<file path="config.mk">
export PLATFORM = sky130hd
export DESIGN_NAME = gate_check_seq
export DESIGN_NICKNAME = d
export VERILOG_FILES = /design/src/rtl/gate_check_pkg.sv /design/src/rtl/settle_timer.sv /design/src/rtl/gate_check_seq.sv
export SDC_FILE = /design/constraint.sdc
export NUM_CORES = 1
export LEC_CHECK = 0
export BUFFER_PORTS_ARGS = -buffer_cell sky130_fd_sc_hd__buf_2
export CAP_MARGIN = 20
export CORE_ASPECT_RATIO = 0.7
export CORE_MARGIN = 2
export CORE_UTILIZATION = 54
export DETAILED_ROUTE_END_ITERATION = 8
export PLACE_DENSITY = 0.79
export SLEW_MARGIN = 20
export SYNTH_ARGS = -nofsm -noshare
export SYNTH_HDL_FRONTEND = slang
export SYNTH_SLANG_ARGS = --single-unit
</file>
<file path="constraint.sdc">
create_clock -name clk -period 1.85 [get_ports clk]
set_input_delay 0 -clock clk [delete_from_list [all_inputs] [get_ports clk]]
set_output_delay 0 -clock clk [all_outputs]
set_load 0.02 [all_outputs]
</file>
<file path="src/rtl/gate_check_pkg.sv">
// Shared definitions for the gate checking sequencer: FSM encoding and
// the legal bounds of the settle wait.
package gate_check_pkg;

   typedef enum logic [2:0] {
      ST_IDLE    = 3'd0,
      ST_APPLY   = 3'd1,
      ST_SETTLE  = 3'd2,
      ST_COMPARE = 3'd3,
      ST_DONE    = 3'd4
   } state_e;

   localparam int SETTLE_MIN = 1;
   localparam int SETTLE_MAX = 15;
   localparam int SETTLE_W   = 4;

endpackage

</file>
<file path="src/rtl/settle_timer.sv">
// Down-counter for the settle wait: load a count, decrement while enabled,
// pulse expire during the last enabled cycle.
module settle_timer
   import gate_check_pkg::*;
(
   input  logic                clk,
   input  logic                reset_n,
   input  logic                load,
   input  logic                en,
   input  logic [SETTLE_W-1:0] load_val,
   output logic                expire
);

   logic [SETTLE_W-1:0] cnt_q, cnt_d;

   always_comb begin
      cnt_d = cnt_q;
      if (load)
         cnt_d = load_val;
      else if (en && cnt_q != '0)
         cnt_d = cnt_q - 1'b1;
   end

   always_ff @(posedge clk or negedge reset_n) begin
      if (!reset_n) cnt_q <= '0;
      else          cnt_q <= cnt_d;
   end

   assign expire = en && !load && (cnt_q == SETTLE_W'(1));

endmodule

</file>
<file path="src/rtl/gate_check_seq.sv">
// Exhaustive gate checker: walks every input pattern, waits for the gate and
// its reference to settle, and counts the patterns where they disagree.
module gate_check_seq
   import gate_check_pkg::*;
#(
   parameter int PAT_W         = 2,
   parameter int SETTLE_CYCLES = 1,
   parameter int ERR_W         = 4
) (
   input  logic             clk,
   input  logic             reset_n,
   input  logic             start,
   input  logic             abort,
   input  logic             dut_s,
   input  logic             ref_s,
   output logic [PAT_W-1:0] x_out,
   output logic             busy,
   output logic             done,
   output logic             pass,
   output logic [ERR_W-1:0] err_cnt,
   output logic             fail_valid,
   output logic [PAT_W-1:0] fail_pat
);

   localparam logic [PAT_W-1:0] PAT_LAST = '1;
   localparam logic [ERR_W-1:0] ERR_MAX  = '1;

   if (SETTLE_CYCLES < SETTLE_MIN || SETTLE_CYCLES > SETTLE_MAX) begin : g_bad_settle
      $error("gate_check_seq: SETTLE_CYCLES out of range");
   end

   state_e             state_q, state_d;
   logic [PAT_W-1:0]   pat_q, pat_d, fail_pat_q, fail_pat_d;
   logic [ERR_W-1:0]   err_q, err_d;
   logic               fail_valid_q, fail_valid_d;
   logic               pass_q, pass_d, done_q, done_d;
   logic               settle_load, settle_en, settle_exp;

   settle_timer u_settle (
      .clk      (clk),
      .reset_n  (reset_n),
      .load     (settle_load),
      .en       (settle_en),
      .load_val (SETTLE_W'(SETTLE_CYCLES)),
      .expire   (settle_exp)
   );

   always_ff @(posedge clk or negedge reset_n) begin
      if (!reset_n) state_q <= ST_IDLE;
      else          state_q <= state_d;
   end

   always_comb begin
      state_d = state_q;
      case (state_q)
         ST_IDLE:    if (start) state_d = ST_APPLY;
         ST_APPLY:   state_d = abort ? ST_IDLE : ST_SETTLE;
         ST_SETTLE:  if (abort) state_d = ST_IDLE;
                     else if (settle_exp) state_d = ST_COMPARE;
         ST_COMPARE: if (abort) state_d = ST_IDLE;
                     else if (pat_q == PAT_LAST) state_d = ST_DONE;
                     else state_d = ST_APPLY;
         ST_DONE:    state_d = ST_IDLE;
         default:    state_d = ST_IDLE;
      endcase
   end

   always_comb begin
      busy        = 1'b0;
      x_out       = '0;
      settle_load = 1'b0;
      settle_en   = 1'b0;
      case (state_q)
         ST_APPLY:   begin busy = 1'b1; x_out = pat_q; settle_load = 1'b1; end
         ST_SETTLE:  begin busy = 1'b1; x_out = pat_q; settle_en = 1'b1; end
         ST_COMPARE: begin busy = 1'b1; x_out = pat_q; end
         default:    ;
      endcase
   end

   // An abort in COMPARE discards that cycle's sample; results are otherwise kept.
   always_comb begin
      pat_d        = pat_q;
      err_d        = err_q;
      fail_valid_d = fail_valid_q;
      fail_pat_d   = fail_pat_q;
      pass_d       = pass_q;
      done_d       = (state_q == ST_DONE);
      case (state_q)
         ST_IDLE: if (start) begin
            pat_d        = '0;
            err_d        = '0;
            fail_valid_d = 1'b0;
            pass_d       = 1'b0;
         end
         ST_COMPARE: if (!abort) begin
            if (dut_s != ref_s) begin
               if (err_q != ERR_MAX) err_d = err_q + 1'b1;
               if (!fail_valid_q) begin
                  fail_valid_d = 1'b1;
                  fail_pat_d   = pat_q;
               end
            end
            if (pat_q != PAT_LAST) pat_d = pat_q + 1'b1;
         end
         ST_DONE: pass_d = (err_q == '0);
         default: ;
      endcase
   end

   always_ff @(posedge clk or negedge reset_n) begin
      if (!reset_n) begin
         pat_q        <= '0;
         err_q        <= '0;
         fail_valid_q <= 1'b0;
         fail_pat_q   <= '0;
         pass_q       <= 1'b0;
         done_q       <= 1'b0;
      end else begin
         pat_q        <= pat_d;
         err_q        <= err_d;
         fail_valid_q <= fail_valid_d;
         fail_pat_q   <= fail_pat_d;
         pass_q       <= pass_d;
         done_q       <= done_d;
      end
   end

   assign done       = done_q;
   assign pass       = pass_q;
   assign err_cnt    = err_q;
   assign fail_valid = fail_valid_q;
   assign fail_pat   = fail_pat_q;

endmodule

</file>
==> run_results.csv, run 1 <==
group,metric,value,unit
status,status,"completed",
placed_design,gp_congestion,0.820,
sta,slew_headroom,0.696,
logic_synthesis,ys_warn_count,0,
detailed_routing,drt_first_iter_violations,32,
clock_network,clock_path_buffers,2,
worst_setup_path,timing.rr.end,"u_settle.cnt_q[3]",
worst_hold_path,min_to,"fail_valid",
placed_design,io_buffers,17,
power_and_ir_drop,irDropWorstVdd,764,uV
logic_synthesis,synth.top_cell.area_share,0.436,
worst_setup_path,r2r_start,"state_q[1]",
worst_setup_path,crit_type,"flop to flop",
clock_network,clkLatencyLatePin,0.28,ns
logic_synthesis,netlist_area,1030,um^2
worst_hold_path,hold_start,"dut_s",
floorplan,ios,18,
job,maxCapViolations,0,
floorplan,die-width,56.3,um
logic_synthesis,ys_ff_latch,18,
logic_synthesis,syn_inst,106,
worst_setup_path,required,2.07,ns
sta,tns,0,ns
logic_synthesis,yosys-top-cells-count,"dfrtp_1 (18), inv_1 (7), o21ai_1 (6)",
grt,overflow,0,
detailed_routing,wirelength,1960,um
logic_synthesis,synthArstFlopShare,1.00,
layout,drive_gt1_frac,0.177,
sta,fin_crit,1.72,ns
logic_synthesis,ys_types,36,
clock_network,h-tree-depth,1,
placed_design,pre_cts_slack,0.138,ns
worst_setup_path,path_max_fanout,13,
logic_synthesis,synth_edf_count,0,
layout,antenna_cells,0,
power_and_ir_drop,p_leak,0.546,nW
grt,track_usage,0.178,
logic_synthesis,syn_nets,117,
logic_synthesis,yosysTopAreaCell,"dfrtp_1",
floorplan,fp.coreArea,1820,um^2
sta,max_slew.worst_pin.slew,0.456,ns
logic_synthesis,synth.avg_cell_area,9.74,um^2
logic_synthesis,yosysMostFrequentCell,"dfrtp_1",
worst_setup_path,worstSetupStartpointType,"flop",
detailed_routing,vias,808,
layout,fillCellCount,163,
logic_synthesis,synthFlopType,"dfrtp_1",
detailed_routing,wl_per_cell,13.4,um
detailed_routing,detail_route.first_pass.iterations,4,
floorplan,num_rows,13,
floorplan,dieArea,2280,um^2
worst_setup_path,reg2regPathDepth,3,
sta,hold_viol_final,0,
worst_setup_path,cp-end-kind,"flop",
clock_network,cts_tree,"built",
sta,setup_violations,0,
worst_hold_path,hold_depth,3,
layout,fin_nets,137,
power_and_ir_drop,power_density,1150,nW/um^2
sta,fin_crit_sh,0.930,
logic_synthesis,synth_area_leaders,"dfrtp_1 (44%), ha_1 (6.1%), a211oi_1 (3.6%)",
grt,antenna_found_initial,0,
detailed_routing,drtAntennaViolNets,0,
sta,fmax,0.581,GHz
clock_network,clk_pin_slew_worst_paths,0.09,ns
sta,finClkSkew,0.00646,ns
clock_network,ctsResizeCount,0,
floorplan,start_util,0.567,
worst_setup_path,setup.reg_to_reg.worst_slack,0.13,ns
detailed_routing,vias_per_cell,5.53,
floorplan,die_h,40.6,um
layout,multi_input_area,537,um^2
clock_network,clockRootBuffer,"clkbuf_4",
layout,area_growth,13.9,%
layout,regArea,450,um^2
grt,grt_pass1_vias,604,
clock_network,numCtsBuffers,3,
sta,rsz0062_at_grt,"false",
logic_synthesis,synth.yosys.seq_area_share,0.436,
detailed_routing,drc,0,
worst_hold_path,hp-class,"input pin to flop",
grt,grt_max_degree,19,
worst_setup_path,crit_arrival,1.94,ns
clock_network,numClockSinks,18,
placed_design,dpl.hpwl,1560,um
layout,final_cells,146,
placed_design,placed_cells,141,
sta,layout_setup_ws,0.129,ns
sta,drv_slew,0,
grt,grt_pass1_wl,2970,um
## sequential cells by signal, indices dropped and copies added (netlist names)
register	flops
err_cnt	4
u_settle.cnt_q	4
state_q	3
fail_pat	2
pat_q	2
done	1
fail_valid	1
pass	1
## placed cells by master (no fill, tap or decap), types with 2 or more instances in the layout
| cell type | count |
|---|---|
| dfrtp_1 | 18 |
| mux2i_1 | 2 |
| o21ai_1 | 6 |
| inv_1 | 7 |
| a21oi_1 | 4 |
| nor2_1 | 4 |
| clkbuf_4 | 3 |
| dlygate4sd3_1 | 2 |
| ha_1 | 5 |
| nand4bb_1 | 2 |
| nand3_1 | 4 |
| o21ai_0 | 3 |
| nand2b_1 | 2 |
| a211oi_1 | 5 |
| nor3_1 | 4 |
| mux2_1 | 2 |
| a31oi_1 | 2 |
| buf_2 | 17 |
| nand2_1 | 5 |
| or3b_1 | 3 |
| and2_1 | 2 |
| nor3b_1 | 3 |
| xnor2_1 | 2 |
| or3_1 | 3 |
## critical path, stage by stage, from the launching register on
cell      delay (ns)
dfrtp_1         0.54
or3b_1          0.48
or4_1           0.49
a21boi_1        0.15
## power breakdown
group / switching [mW] / internal (mW)
sequential: 0.123 / 0.480
combinational: 0.335 / 0.237
clock: 0.103 / 0.0755
## cell type report
type / instances / area share
Multi-Input combinational cell: 76 / 0.456
Sequential cell: 18 / 0.383
Timing Repair Buffer: 20 / 0.0957
Tap cell: 22 / 0.0234
Inverter: 7 / 0.0223
Clock buffer: 3 / 0.0191
## how the worst max path moves through the flow
stage	startpoint	to	slack [ns]	cells past startpoint
floorplan	state_q[2]	u_settle.cnt_q[3]	0.29	4
global placement	state_q[1]	u_settle.cnt_q[3]	0.18	3
detailed placement	state_q[1]	u_settle.cnt_q[3]	0.14	3
CTS	state_q[1]	u_settle.cnt_q[3]	0.13	3
global route	state_q[1]	u_settle.cnt_q[3]	0.03	3
finish	state_q[1]	u_settle.cnt_q[3]	0.13	3
## layer usage
metal,share of wire,routed length (um),GRT usage,vias to the layer above
met5,0,0,0,-
met4,0,0,0.0179,0
met3,0.042,83,0.0613,0
met2,0.41,799,0.244,15
met1,0.55,1080,0.274,371
li1,-,-,-,422
## repair_timing
action | in CTS | in global routing
buffers inserted | 0 | 0
endpoints found under the hold margin | 19 | 0
hold buffers | 2 | 0
## stage by stage
step | hold slack (ns) | power (mW) | area [um^2] | utilization
floorplan | -0.296 | 1.02 | 1030 | -
global placement | -0.0529 | 1.16 | 1130 | 0.622
detailed placement | -0.0509 | 1.18 | 1130 | 0.622
CTS | 0.0813 | 1.37 | 1180 | 0.646
global route | 0.111 | 1.47 | 1180 | 0.646
finish | 0.0833 | 1.35 | 1180 | 0.646
## kinds of logic after synthesis
group / Yosys count / synth area share
simple gates: 40 / 0.248
compound gates: 24 / 0.144
flops: 18 / 0.436
buf+inv: 12 / 0.0436
fa+ha+maj: 5 / 0.0606
mux: 4 / 0.0412
xor+xnor: 3 / 0.0255
No activity file was read; power rests on OpenSTA's default activity.
==> run 2: changes to the inputs <==
--- a/config.mk
+++ b/config.mk
@@ -11,7 +11,7 @@
 export CORE_MARGIN = 2
 export CORE_UTILIZATION = 54
 export DETAILED_ROUTE_END_ITERATION = 8
-export PLACE_DENSITY = 0.79
+export PLACE_DENSITY = 0.76
 export SLEW_MARGIN = 20
 export SYNTH_ARGS = -nofsm -noshare
 export SYNTH_HDL_FRONTEND = slang
==> run_results.csv, run 2 (synthesis results as in run 1) <==
group,metric,value,unit
job,maxCapViolations,0,
worst_setup_path,required,2.08,ns
sta,setup_violations,0,
layout,design_area,1200,um^2
clock_network,numClockSinks,18,
detailed_routing,drtAntennaViolNets,0,
grt,grtUsageMet1,0.300,
placed_design,gp_congestion,0.893,
sta,drv_slew,0,
floorplan,start_util,0.567,
layout,drive_gt1_frac,0.190,
placed_design,placed_cell_area,1140,um^2
grt,antenna_found_initial,0,
sta,layout_setup_ws,0.197,ns
floorplan,ios,18,
layout,layout_common_cells,"dfrtp_1 (18), buf_2 (17), inv_1 (7)",
placed_design,pre_cts_slack,0.234,ns
worst_hold_path,hp-class,"input pin to flop",
worst_setup_path,worstPathCellList,"or3b_1, or4_1, a21boi_1",
grt,track_usage,0.198,
worst_setup_path,max_stage_delay,0.56,ns
grt,overflow,0,
floorplan,die_h,40.6,um
detailed_routing,wirelength,2030,um
worst_setup_path,crit_type,"flop to flop",
worst_setup_path,cp-end-kind,"flop",
sta,max_slew.worst_pin.slew,0.450,ns
worst_setup_path,cpMaxStageDelayCell,"dfrtp_1",
clock_network,clk_pin_slew_worst_paths,0.11,ns
detailed_routing,vias,821,
clock_network,h-tree-depth,1,
layout,final_core_util,0.657,
worst_setup_path,cp_top_family,"simple AND/OR/NAND/NOR gates",
worst_setup_path,crit_arrival,1.88,ns
floorplan,fp.coreArea,1820,um^2
clock_network,cts_tree,"built",
detailed_routing,drt_first_iter_violations,19,
worst_setup_path,setup.reg_to_reg.worst_slack,0.20,ns
worst_setup_path,worstSetupStartpointType,"flop",
detailed_routing,vias_per_cell,5.55,
layout,area_growth,16.0,%
clock_network,numCtsBuffers,3,
clock_network,clock_path_buffers,2,
sta,slew_headroom,0.699,
sta,fin_crit_sh,0.893,
placed_design,dpl.hpwl,1540,um
grt,grt_pass1_vias,627,
floorplan,num_rows,13,
grt,grt_max_degree,19,
sta,finClkSkew,0.00529,ns
sta,fin_crit,1.65,ns
power_and_ir_drop,power_density,1200,nW/um^2
placed_design,io_buffers,17,
grt,grt_pass1_wl,3190,um
sta,rsz0062_at_grt,"false",
grt,use_met3,0.0710,
worst_setup_path,path_max_fanout,13,
sta,tns,0,ns
sta,fmax,0.605,GHz
placed_design,placed_cells,142,
layout,fin_nets,138,
layout,final_cells,148,
layout,antenna_cells,0,
detailed_routing,wl_per_cell,13.7,um
grt,use_met2,0.259,
detailed_routing,drc,0,
grt,grt.busiest_layer,"met1",
detailed_routing,detail_route.first_pass.iterations,4,
clock_network,ctsResizeCount,0,
status,status,"completed",
clock_network,clkLatencyLatePin,0.30,ns
floorplan,die-width,56.3,um
power_and_ir_drop,p_leak,0.558,nW
worst_setup_path,cp_num_buf_inv,0,
floorplan,dieArea,2280,um^2
clock_network,clockRootBuffer,"clkbuf_4",
layout,final_common_cell,"dfrtp_1",
power_and_ir_drop,irDropWorstVdd,929,uV
sta,hold_viol_final,0,
==> run 2: cell count changes in the layout (fill, tap and decap cells not counted) <==
cell      before  now
buf_4          1    2
clkbuf_8       0    1
==> run 2: worst paths after layout <==
| path | startpoint | to | cells after the start |
|---|---|---|---|
| worst max-delay path | state_q[1] | u_settle.cnt_q[3] | 3 |
| worst min register to register | fail_pat[1] | fail_pat[1] | 1 |
| worst max register to register | state_q[1] | u_settle.cnt_q[3] | 3 |
| max in group asynchronous | reset_n | pat_q[0] | 2 |
| min in group asynchronous | reset_n | fail_valid | 2 |
| worst min-delay path | dut_s | fail_valid | 3 |
==> run 2: final cells by class <==
class                   count  area (um^2)
flip-flops and latches     18          450
multi-input cells          76          537
well taps                  22         27.5
fillers                   153          624
clock buffers               4         36.3
repair buffers             21          120
inverters                   7         26.3
==> run 2: tightest hold or removal path, delay by kind of cell <==
kind	cells	cell delay, ns
AO/OA/AOI/OAI	1	0.15
XOR/XNOR	1	0.09
buffers and inverters	1	0.10
==> run 2: power breakdown <==
part,total (mW),internal [mW],switching (mW)
clock,0.246,0.120,0.126
combinational,0.588,0.249,0.339
sequential,0.607,0.480,0.126
total,1.44,0.849,0.592
==> run 2: stage by stage <==
stage / total power [mW] / hold slack, ns
after detailed placement: 1.20 / -0.0547
after global placement: 1.17 / -0.0501
after global routing: 1.57 / 0.0622
final: 1.44 / 0.0716
after floorplan: 1.02 / -0.296
after CTS: 1.45 / 0.0554
==> run 2: repair_timing <==
action                    CTS  global route
setup buffers               0             0
hold endpoints to repair   19             0
hold buffers                2             0
==> run 2: layer usage <==
| metal | wire [um] | up-vias |
|---|---|---|
| li1 | - | 428 |
| met1 | 1140 | 371 |
| met2 | 764 | 17 |
| met3 | 106 | 5 |
| met4 | 17 | 0 |
| met5 | 0 | - |
==> run 3: changes to the inputs <==
--- a/config.mk
+++ b/config.mk
@@ -9,9 +9,9 @@
 export CAP_MARGIN = 20
 export CORE_ASPECT_RATIO = 0.7
 export CORE_MARGIN = 2
-export CORE_UTILIZATION = 54
+export CORE_UTILIZATION = 30
 export DETAILED_ROUTE_END_ITERATION = 8
-export PLACE_DENSITY = 0.76
+export PLACE_DENSITY = 0.47
 export SLEW_MARGIN = 20
 export SYNTH_ARGS = -nofsm -noshare
 export SYNTH_HDL_FRONTEND = slang
==> run_results.csv, run 3 (synthesis results as in run 1) <==
group,metric,value,unit
detailed_routing,drt_first_iter_violations,31,
floorplan,ios,18,
clock_network,ctsResizeCount,0,
power_and_ir_drop,finalPower,1.45,mW
clock_network,cts_tree,"built",
clock_network,clock_path_buffers,2,
layout,area_growth,19.5,%
worst_setup_path,worstSetupStartpointType,"flop",
layout,drive_gt1_frac,0.184,
sta,max_slew.worst_pin.slew,0.515,ns
sta,finClkSkew,0.000486,ns
power_and_ir_drop,power_density,1170,nW/um^2
clock_network,clk_pin_slew_worst_paths,0.06,ns
clock_network,numCtsBuffers,3,
worst_setup_path,path_max_fanout,13,
floorplan,die_h,53.1,um
detailed_routing,vias_per_cell,4.77,
layout,multi_input_area,537,um^2
grt,grt_max_degree,19,
layout,antenna_cells,0,
detailed_routing,detail_route.first_pass.iterations,4,
clock_network,clockRootBuffer,"clkbuf_8",
sta,holdWs,0.132,ns
floorplan,start_util,0.321,
floorplan,num_rows,17,
clock_network,h-tree-depth,1,
layout,layout_common_cells,"dfrtp_1 (18), buf_2 (17), inv_1 (7)",
job,maxCapViolations,0,
clock_network,clkLatencyLatePin,0.25,ns
worst_setup_path,cp-end-kind,"flop",
detailed_routing,vias,821,
grt,antenna_found_initial,0,
worst_setup_path,max_stage_delay,0.54,ns
power_and_ir_drop,irDropWorstVdd,663,uV
placed_design,placed_cells,167,
worst_setup_path,cpMaxStageDelayCell,"dfrtp_1",
status,status,"completed",
sta,setup_violations,0,
worst_setup_path,crit_arrival,1.79,ns
grt,grt_pass1_vias,774,
layout,fillCellCount,318,
worst_setup_path,crit_type,"flop to flop",
sta,hold_viol_final,0,
sta,tns,0,ns
sta,fin_crit,1.62,ns
worst_setup_path,required,2.02,ns
grt,track_usage,0.124,
sta,fmax,0.616,GHz
placed_design,dpl.hpwl,1600,um
grt,overflow,0,
layout,final_cells,172,
worst_setup_path,worstPathCellList,"or3b_1, buf_4, nor3b_1, mux2i_1",
detailed_routing,drc,0,
clock_network,numClockSinks,18,
power_and_ir_drop,p_leak,0.558,nW
sta,slew_headroom,0.656,
grt,grt_pass1_wl,3570,um
floorplan,dieArea,3930,um^2
sta,rsz0062_at_grt,"false",
detailed_routing,wl_per_cell,12.2,um
floorplan,die-width,74.1,um
layout,regArea,450,um^2
detailed_routing,wirelength,2100,um
sta,fin_crit_sh,0.878,
layout,final_common_cell,"dfrtp_1",
sta,drv_slew,0,
detailed_routing,drtAntennaViolNets,0,
floorplan,fp.coreArea,3210,um^2
worst_hold_path,hp-class,"input pin to flop",
placed_design,gp_congestion,0.818,
layout,fin_nets,138,
placed_design,placed_cell_area,1170,um^2
placed_design,io_buffers,17,
layout,design_area,1230,um^2
==> run 3: changes by cell type in the layout (fill, tap and decap cells not counted) <==
cell and change:
clkbuf_8 +2, clkbuf_4 -3
==> run 3: final timing paths <==
| path | from | endpoint | slack [ns] | cells after the start |
|---|---|---|---|---|
| worst max register to register | state_q[1] | u_settle.cnt_q[2] | 0.23 | 4 |
| worst max-delay path | state_q[1] | u_settle.cnt_q[2] | 0.23 | 4 |
| worst min register to register | fail_pat[0] | fail_pat[0] | 0.48 | 1 |
| min in group asynchronous | reset_n | pat_q[0] | 0.22 | 2 |
| max in group asynchronous | reset_n | err_cnt[1] | 1.35 | 2 |
| worst min-delay path | dut_s | fail_valid | 0.13 | 3 |
==> run 3: layout make-up <==
class                      count  share of cell area
tap                           47              0.0477
timing repair buffer          21              0.0974
clock buffer                   3              0.0335
sequential                    18               0.365
multi-input combinational     76               0.435
inverter                       7              0.0213
==> run 3: routing by layer <==
metal	GRT usage	wire, um
met3	0.0457	83
met4	0.0182	7
met2	0.180	820
met5	0	0
met1	0.177	1180
==> run 3: critical path: cells and delay by family (launching register included) <==
family	cells	cell delay (ns)
muxes	1	0.22
DFF	1	0.54
and+or+nand+nor	2	0.62
buffers and inverters	1	0.16
==> run 3: report_power, final <==
group | internal [mW] | leakage [nW] | switching, mW | total [mW]
sequential | 0.481 | 0.242 | 0.122 | 0.603
clock | 0.144 | 0.0216 | 0.116 | 0.260
combinational | 0.246 | 0.295 | 0.338 | 0.584
total | 0.871 | 0.558 | 0.576 | 1.45
==> run 3: timing repair <==
| item | in CTS | in global routing |
|---|---|---|
| hold buffers | 2 | 0 |
| hold endpoints to repair | 19 | 0 |
| setup buffers | 0 | 0 |
==> run 3: through the flow <==
step	setup WS [ns]	utilization
after global routing	0.0859	0.384
after CTS	0.224	0.384
after floorplan	0.285	-
after detailed placement	0.221	0.365
after global placement	0.248	0.365
final	0.225	0.384
